$ cat src/rtl/macro_decoder_defs.vh
// rtl/macro_decoder_defs.vh - shared decode mode encodings
`ifndef MACRO_DECODER_DEFS_VH
`define MACRO_DECODER_DEFS_VH

`define DEC_MODE_ONEHOT 1'b0
`define DEC_MODE_THERM  1'b1

`endif

$ cat src/rtl/macro_decoder_bin_pipe_pkg.sv
// rtl/macro_decoder_bin_pipe_pkg.sv - occupancy encoding for the decoder output stage
package macro_decoder_bin_pipe_pkg;

    typedef enum logic [1:0] {
        OCC_EMPTY = 2'd0,
        OCC_ONE   = 2'd1,
        OCC_TWO   = 2'd2
    } occ_e;

endpackage

$ cat src/rtl/macro_decoder_bin_lane.sv
// rtl/macro_decoder_bin_lane.sv - combinational single-channel one-hot/thermometer decode
`include "macro_decoder_defs.vh"

module macro_decoder_bin_lane
    import macro_decoder_bin_pipe_pkg::*;
#(
    parameter int INPUT_WIDTH  = 3,
    parameter int OUTPUT_WIDTH = 1 << INPUT_WIDTH
) (
    input  logic [INPUT_WIDTH-1:0]  d_i,
    input  logic                    en_i,
    input  logic                    mode_i,
    output logic [OUTPUT_WIDTH-1:0] q_o,
    output logic                    oor_o
);

    // Widened compare so OUTPUT_WIDTH == 2^INPUT_WIDTH never overflows.
    logic [31:0] d_wide;
    assign d_wide = 32'(d_i);

    always_comb begin
        q_o   = '0;
        oor_o = 1'b0;
        if (en_i) begin
            if (d_wide >= 32'(OUTPUT_WIDTH)) begin
                oor_o = 1'b1;
            end else begin
                for (int i = 0; i < OUTPUT_WIDTH; i++) begin
                    if (mode_i == `DEC_MODE_THERM) q_o[i] = (32'(i) <= d_wide);
                    else                           q_o[i] = (32'(i) == d_wide);
                end
            end
        end
    end

endmodule

$ cat src/rtl/macro_decoder_bin_pipe.sv
// rtl/macro_decoder_bin_pipe.sv - multi-channel registered binary decoder with 2-entry skid stage
module macro_decoder_bin_pipe
    import macro_decoder_bin_pipe_pkg::*;
#(
    parameter int INPUT_WIDTH  = 3,
    parameter int OUTPUT_WIDTH = 1 << INPUT_WIDTH,
    parameter int CHANNELS     = 2
) (
    input  logic                             clk,
    input  logic                             resetn,
    input  logic                             flush,
    input  logic                             s_valid,
    output logic                             s_ready,
    input  logic [CHANNELS*INPUT_WIDTH-1:0]  s_d,
    input  logic [CHANNELS-1:0]              s_en,
    input  logic                             s_mode,
    output logic                             m_valid,
    input  logic                             m_ready,
    output logic [CHANNELS*OUTPUT_WIDTH-1:0] m_q,
    output logic [CHANNELS-1:0]              m_oor
);

    localparam int PW = CHANNELS*OUTPUT_WIDTH + CHANNELS;

    logic [CHANNELS*OUTPUT_WIDTH-1:0] dec_q;
    logic [CHANNELS-1:0]              dec_oor;

    for (genvar c = 0; c < CHANNELS; c++) begin : g_lane
        macro_decoder_bin_lane #(
            .INPUT_WIDTH (INPUT_WIDTH),
            .OUTPUT_WIDTH(OUTPUT_WIDTH)
        ) u_lane (
            .d_i   (s_d[c*INPUT_WIDTH +: INPUT_WIDTH]),
            .en_i  (s_en[c]),
            .mode_i(s_mode),
            .q_o   (dec_q[c*OUTPUT_WIDTH +: OUTPUT_WIDTH]),
            .oor_o (dec_oor[c])
        );
    end

    occ_e          occ_q, occ_d;
    logic [PW-1:0] main_q, main_d, skid_q, skid_d;
    logic          s_ready_q;
    logic          accept, drain;

    assign accept = s_valid & s_ready_q;
    assign drain  = (occ_q != OCC_EMPTY) & m_ready;

    always_comb begin
        occ_d  = occ_q;
        main_d = main_q;
        skid_d = skid_q;
        unique case (occ_q)
            OCC_EMPTY: begin
                if (accept) begin
                    main_d = {dec_q, dec_oor};
                    occ_d  = OCC_ONE;
                end
            end
            OCC_ONE: begin
                if (accept && drain) begin
                    main_d = {dec_q, dec_oor};
                end else if (accept) begin
                    skid_d = {dec_q, dec_oor};
                    occ_d  = OCC_TWO;
                end else if (drain) begin
                    occ_d  = OCC_EMPTY;
                end
            end
            OCC_TWO: begin
                if (drain) begin
                    main_d = skid_q;
                    occ_d  = OCC_ONE;
                end
            end
            default: occ_d = OCC_EMPTY;
        endcase
        // Flush drops everything buffered, including a same-cycle accept.
        if (flush) begin
            occ_d  = OCC_EMPTY;
            main_d = '0;
            skid_d = '0;
        end
    end

    always_ff @(posedge clk) begin
        if (!resetn) begin
            occ_q     <= OCC_EMPTY;
            main_q    <= '0;
            skid_q    <= '0;
            s_ready_q <= 1'b1;
        end else begin
            occ_q     <= occ_d;
            main_q    <= main_d;
            skid_q    <= skid_d;
            s_ready_q <= (occ_d != OCC_TWO);
        end
    end

    assign s_ready        = s_ready_q;
    assign m_valid        = (occ_q != OCC_EMPTY);
    assign {m_q, m_oor}   = main_q;

endmodule

$ cat config.mk
export PLATFORM = sky130hd
export DESIGN_NAME = macro_decoder_bin_pipe
export DESIGN_NICKNAME = d
export VERILOG_FILES = /design/src/rtl/macro_decoder_bin_pipe_pkg.sv /design/src/rtl/macro_decoder_bin_lane.sv /design/src/rtl/macro_decoder_bin_pipe.sv
export VERILOG_INCLUDE_DIRS = /design/src /design/src/rtl
export SDC_FILE = /design/constraint.sdc
export NUM_CORES = 1
export LEC_CHECK = 0
export CORE_MARGIN = 1.5
export CORE_UTILIZATION = 55
export CTS_CLUSTER_SIZE = 40
export DETAILED_ROUTE_END_ITERATION = 10
export PLACE_DENSITY = 0.95
export SETUP_SLACK_MARGIN = 0.05
export SYNTH_ARGS = -nofsm -noshare
export SYNTH_HDL_FRONTEND = slang
export SYNTH_SLANG_ARGS = --single-unit
$ cat constraint.sdc
create_clock -name clk -period 3.3 [get_ports clk]
set_input_delay 0.495 -clock clk [delete_from_list [all_inputs] [get_ports clk]]
set_output_delay 0.495 -clock clk [all_outputs]
set_load 0.05 [all_outputs]
### Word-level counts from Yosys, hierarchy flattened

Cells that the tools add are included.

| word-level totals | value |
|---|---|
| register bits after elaboration | 39 |
| word-level logic and storage cells | 90 |
| input port bits | 14 |
| output and inout bits | 20 |

| cells by class | value |
|---|---|
| multiplexer cells | 35 |
| order comparisons | 18 |
| bitwise logic cells | 4 |
| equal/unequal tests | 20 |
| reduce and logical (&&, ||, !) cells | 9 |

Operator list:

| cell | number |
|---|---|
| 32-bit zero test | 2 |
| 18-bit 2-to-1 mux | 3 |
| 18-bit case mux with 3 select lines | 1 |
| 8-bit 2-to-1 mux | 4 |
| 3-bit equality test (first input constant) | 8 |
| 3-bit <= comparator (first input constant) | 8 |
| 1-bit 2-to-1 mux | 20 |
| 2-bit by 3-bit equality test with 1-bit output (first input constant) | 4 |
| 1-bit by 3-bit <= comparator with 1-bit output (first input constant) | 4 |
| 2-bit by 3-bit <= comparator with 1-bit output (first input constant) | 4 |
| 2-bit 2-to-1 mux | 6 |
| 3-bit by 4-bit greater-or-equal comparator with 1-bit output (second input constant) | 2 |
| 2-bit inequality test (second input constant) | 4 |
| 1-bit by 3-bit equality test with 1-bit output (first input constant) | 2 |
| 2-bit case mux with 3 select lines | 1 |
| 4-bit AND reduction | 1 |
| 3-bit AND reduction | 1 |
| 3-bit nonzero test | 1 |
| 1-bit bitwise AND | 2 |
| 2-bit by 1-bit equality test with 1-bit output (second input constant) | 1 |
| 2-bit equality test (second input constant) | 1 |
| 2-bit zero test | 1 |
| 1-bit inverter | 2 |
| 2-bit nonzero test | 1 |
| 2 further kinds | 2 |

### Logic depth before layout (Yosys ltp)

| depth | value |
|---|---|
| depth in word-level cells | 8 |
| depth in mapped cells | 6 |

### Modules after synthesis

Synthesis repeated with hierarchy kept, for this count alone.

| second synthesis, totals | value |
|---|---|
| cell total of the unflattened synthesis | 227 |
| area total of the unflattened synthesis | 1914.3 um2 |

Modules (own cells, without submodules):

| module | sequential area each (um2) | cells an instance | area each (um2) | times used |
|---|---|---|---|---|
| macro_decoder_bin_pipe | 780.7 | 178 | 1621.6 | 1 |
| macro_decoder_bin_lane (g_lane[0].u_lane) | 0.0 | 25 | 148.9 | 1 |
| macro_decoder_bin_lane (g_lane[1].u_lane) | 0.0 | 24 | 143.9 | 1 |

### Least setup slack after synthesis

OpenSTA, ideal clock, no wires.

| path | value |
|---|---|
| path type | register to register |
| start | reg s_ready_q (netlist: s_ready) |
| end | reg skid_q[16] |
| stages on the path, launching flop included | 6 |
| setup time | 0.067 ns |
| data required time | 3.233 ns |
| data arrival time | 1.878 ns |
| setup slack | 1.354 ns |
| buffers on the path | 1 |
| cell sequence | dfxtp_1 nand2_1 or3_1 buf_6 or3_4 a21oi_2 |

| between the ends | value |
|---|---|
| word-level cells in the longest chain between the ends | 4 |

Ends and longest elaborated chain:

| element | RTL line | RTL |
|---|---|---|
| from (decl) | macro_decoder_bin_pipe.sv:43 | `logic s_ready_q;` |
| from (signal assigned) | macro_decoder_bin_pipe.sv:96 | `s_ready_q <= (occ_d != OCC_TWO);` |
| 1-bit bitwise AND (*) | macro_decoder_bin_pipe.sv:46 | `assign accept = s_valid & s_ready_q;` |
| 1-bit logical AND | macro_decoder_bin_pipe.sv:61 | `if (accept && drain) begin` |
| 1-bit inverter (no line) | - |  |
| 3-bit AND reduction (no line) (*) | - |  |
| to (signal assigned) | macro_decoder_bin_pipe.sv:95 | `skid_q <= skid_d;` |
| to (decl) | macro_decoder_bin_pipe.sv:42 | `logic [PW-1:0] main_q, main_d, skid_q, skid_d;` |

Mark *: on every way between the ends. The rest lies on a longest branch, timed or not.
A chain may end at the register's enable or synchronous reset.

### Worst setup path in the final report

| path | value |
|---|---|
| start | reg occ_q[1] |
| end | out m_valid |

| between the ends | value |
|---|---|
| word-level cells in the longest chain between the ends | 1 |

Ends and longest elaborated chain:

| element | RTL line | RTL |
|---|---|---|
| from (decl) | macro_decoder_bin_pipe.sv:41 | `occ_e occ_q, occ_d;` |
| from (signal assigned) | macro_decoder_bin_pipe.sv:88 | `occ_q <= OCC_EMPTY;` |
| from (signal assigned) | macro_decoder_bin_pipe.sv:93 | `occ_q <= occ_d;` |
| 2-bit nonzero test | macro_decoder_bin_pipe.sv:101 | `assign m_valid = (occ_q != OCC_EMPTY);` |
| to (decl) | macro_decoder_bin_pipe.sv:17 | `output logic m_valid,` |

No other way between the ends.

==> impl_metrics.yaml <==
run_status:
  status: "finished clean"
logic_synthesis:
  synth_edf_count: 0
  netlist_instances: 219
  synthDominantCellAreaShare_pct: 40.7
  sequential_area_share_after_synthesis_pct: 40.7
  ys.warnings.count: 0
  synthesis.area_sq_mm: 0.00172
  netlist-cell-type-count: 42
  yosys-top-cells-area: "dfxtp_1 41%, nand2_1 8.7%, a21oi_1 6.1%"
  synth_area_per_cell_sq_um: 7.87
  synth_async_sr_flop_share_pct: 0
  postSynthRegisterBits: 35
  synth-main-ff-cell: "dfxtp_1"
  synth_top_area_cell: "dfxtp_1"
power_and_ir_drop:
  vdd_ir_drop_max_mv: 0.214
  power_total_mw: 0.819
  static-leakage-power_nw: 0.757
  p_per_area_mw_per_mm2: 396
floorplanning:
  num_rows: 20
  ioPinCount: 34
  die_height_um: 59.0
  core-area_sq_mm: 0.00300
  initial_core_util_pct: 57.4
  design.die.area_sq_mm: 0.00348
  die-width_um: 59.0
place:
  port_buffers: 31
  gp_congestion: 0.874
  post-place-cells: 268
  placement.cell_area_sq_mm: 0.00201
  hpwlAfterDp_mm: 2.57
drt:
  drt-total-wl_mm: 3.71
  wire_per_inst_um: 13.5
  vias_per_cell: 5.77
  drtIter0Drc: 71
  vias: 1586
  detail_route.first_pass.iterations: 4
  antenna_violating_nets_post_route: 0
  detail_route.drc_violations: 0
cts:
  cts_htree_levels: 2
  worst_setup_hold_path_clk_slew_ns: 0.09
  number_of_post_cts_setup_repair_buffers: 0
  clk_path_buf_depth: 2
  cts_tree: "done"
  clkSinkCount: 35
  cts_root_buffer: "clkbuf_4"
  post_cts_resized: 0
  cts_bufs_inserted: 5
  post_cts_hold_buffer_count: 0
  worstSkewPairLatency_ns: 0.34
global_routing:
  number_of_antenna_violations_at_the_first_check_in_global_routing: 0
  gr-total-overflow: 0
  grt_first_pass_wirelength_mm: 5.80
  grt_max_degree: 21
  number_of_global_route_vias_before_repair: 1292
  grt_usage_pct: 22.0
cells_and_area:
  nNetsFinal: 256
  stdcell_count: 275
  final_cell_mix: "40 x nand2_1, 35 x dfxtp_1, 31 x clkdlybuf4s50_1"
  post_route_cells_drive_above_1_share_pct: 9.50
  insertedDiodeCount: 0
  syn_to_final_growth_pct: 20.2
  layout.cells.most_common: "nand2_1"
  finalInstanceArea_sq_mm: 0.00207
worst_hold_path:
  hold_path.startpoint: "main_q[5]"
  min_path_type: "reg2reg"
worst_setup_path:
  cpPeakStageDelay_ns: 0.79
  startpoint: "occ_q[1]"
  criticalPathCategory: "reg2out"
  critical_path.cell_chain: "or2_2 > clkdlybuf4s50_1"
  critPathLaunchType: "flop"
  slowest_stage: "clkdlybuf4s50_1"
  timing.critical_path.arrival_ns: 1.88
  top_cell_family_by_delay_on_the_critical_path: "buffers and inverters"
  critical_path_buffer_and_inverter_count: 1
  critPathCaptureType: "output port"
  required_ns: 2.80
  timing.critical_path.fanout_max: 13
  critical_path.reg2reg.startpoint: "occ_q[0]"
sta:
  setup_violations: 0
  post-route-min-period_ns: 2.38
  final.period_utilization_pct: 72.1
  totalNegativeSetupSlack_ns: 0
  slew_violations: 0
  fin_hold_ws_ns: 0.463
  tightest_slew_ns: 0.829
  hold_viol_final: 0
  max_freq_mhz: 420
  fin_worst_skew_ns: 0.00797
  timing.max_slew.rel_slack_pct: 44.8
  unrepaired_setup_endpoints_after_global_routing: "false"
run:
  timing.max_cap.violations: 0
-- through the flow --
step                util (%)  worst slack, ns
finish                  69.0            0.921
global route            69.0            0.866
CTS                     69.0            0.920
detailed placement      67.1            0.814
global placement        67.1            0.854
floorplan                  -             1.35
-- sequential cells by signal, indices dropped and copies added, names as in the netlist --
| name | flops |
|---|---|
| skid_q | 16 |
| occ_q | 2 |
| main_q | 16 |
| s_ready | 1 |
-- report_power, final --
| group | total [mW] | switching (mW) | internal, mW |
|---|---|---|---|
| registers | 0.436 | 0.00513 | 0.431 |
| clock network | 0.238 | 0.140 | 0.0986 |
| logic | 0.145 | 0.0908 | 0.0543 |
| total | 0.819 | 0.235 | 0.584 |
-- metal layers --
metal	wire length (um)	vias to the layer above	global-route usage, %
met5	0	-	0
met2	1770	37	35.1
met3	146	6	5.46
met1	1730	737	29.0
met4	55	0	7.79
li1	-	806	-
-- worst reg2reg max path, cell delays in order, from the launching register on --
cell	delay, ns
dfxtp_1	0.45
nand2b_1	0.10
or3_1	0.62
or3_4	0.49
a21oi_2	0.14
-- cell families after synthesis --
family,share of synthesized area [%]
other cells,0.218
flops,40.7
simple gates,24.3
compound gates,23.3
buf+inv,5.88
mux,5.59
-- final timing paths --
| kind | end | slack [ns] | depth (start not counted) |
|---|---|---|---|
| worst max-delay path | m_valid | 0.92 | 2 |
| worst min-delay path | main_q[5] | 0.46 | 2 |
| worst max register to register | skid_q[16] | 1.45 | 4 |
| worst min register to register | main_q[5] | 0.46 | 2 |
-- cell usage after synthesis (2+ instances only) --
library cell and count:
o211a_1 2, nor3_1 6, o21ai_0 11, nor2_1 17
or2_2 3, and3_1 2, mux2i_1 4, nand4_1 3
nand3_1 3, a31oi_1 5, nand2_1 40, nor2b_1 4
buf_4 2, inv_1 2, mux2_2 5, a21oi_1 21
dfxtp_1 35, o21a_1 4, nand3b_1 2, o211ai_1 5
clkbuf_1 13, buf_2 3, nand2b_1 3, a211oi_1 3
and2_1 4
-- area by class of cell --
cell class                      count  area, sq um
Clock buffer                        6         51.3
Clock inverter                      1         5.00
Fill cell                         237          932
Inverter                            2         7.51
Multi-Input combinational cell    163          925
Sequential cell                    35          701
Tap cell                           33         41.3
Timing Repair Buffer               35          340
No activity file was read; power rests on OpenSTA's default activity.
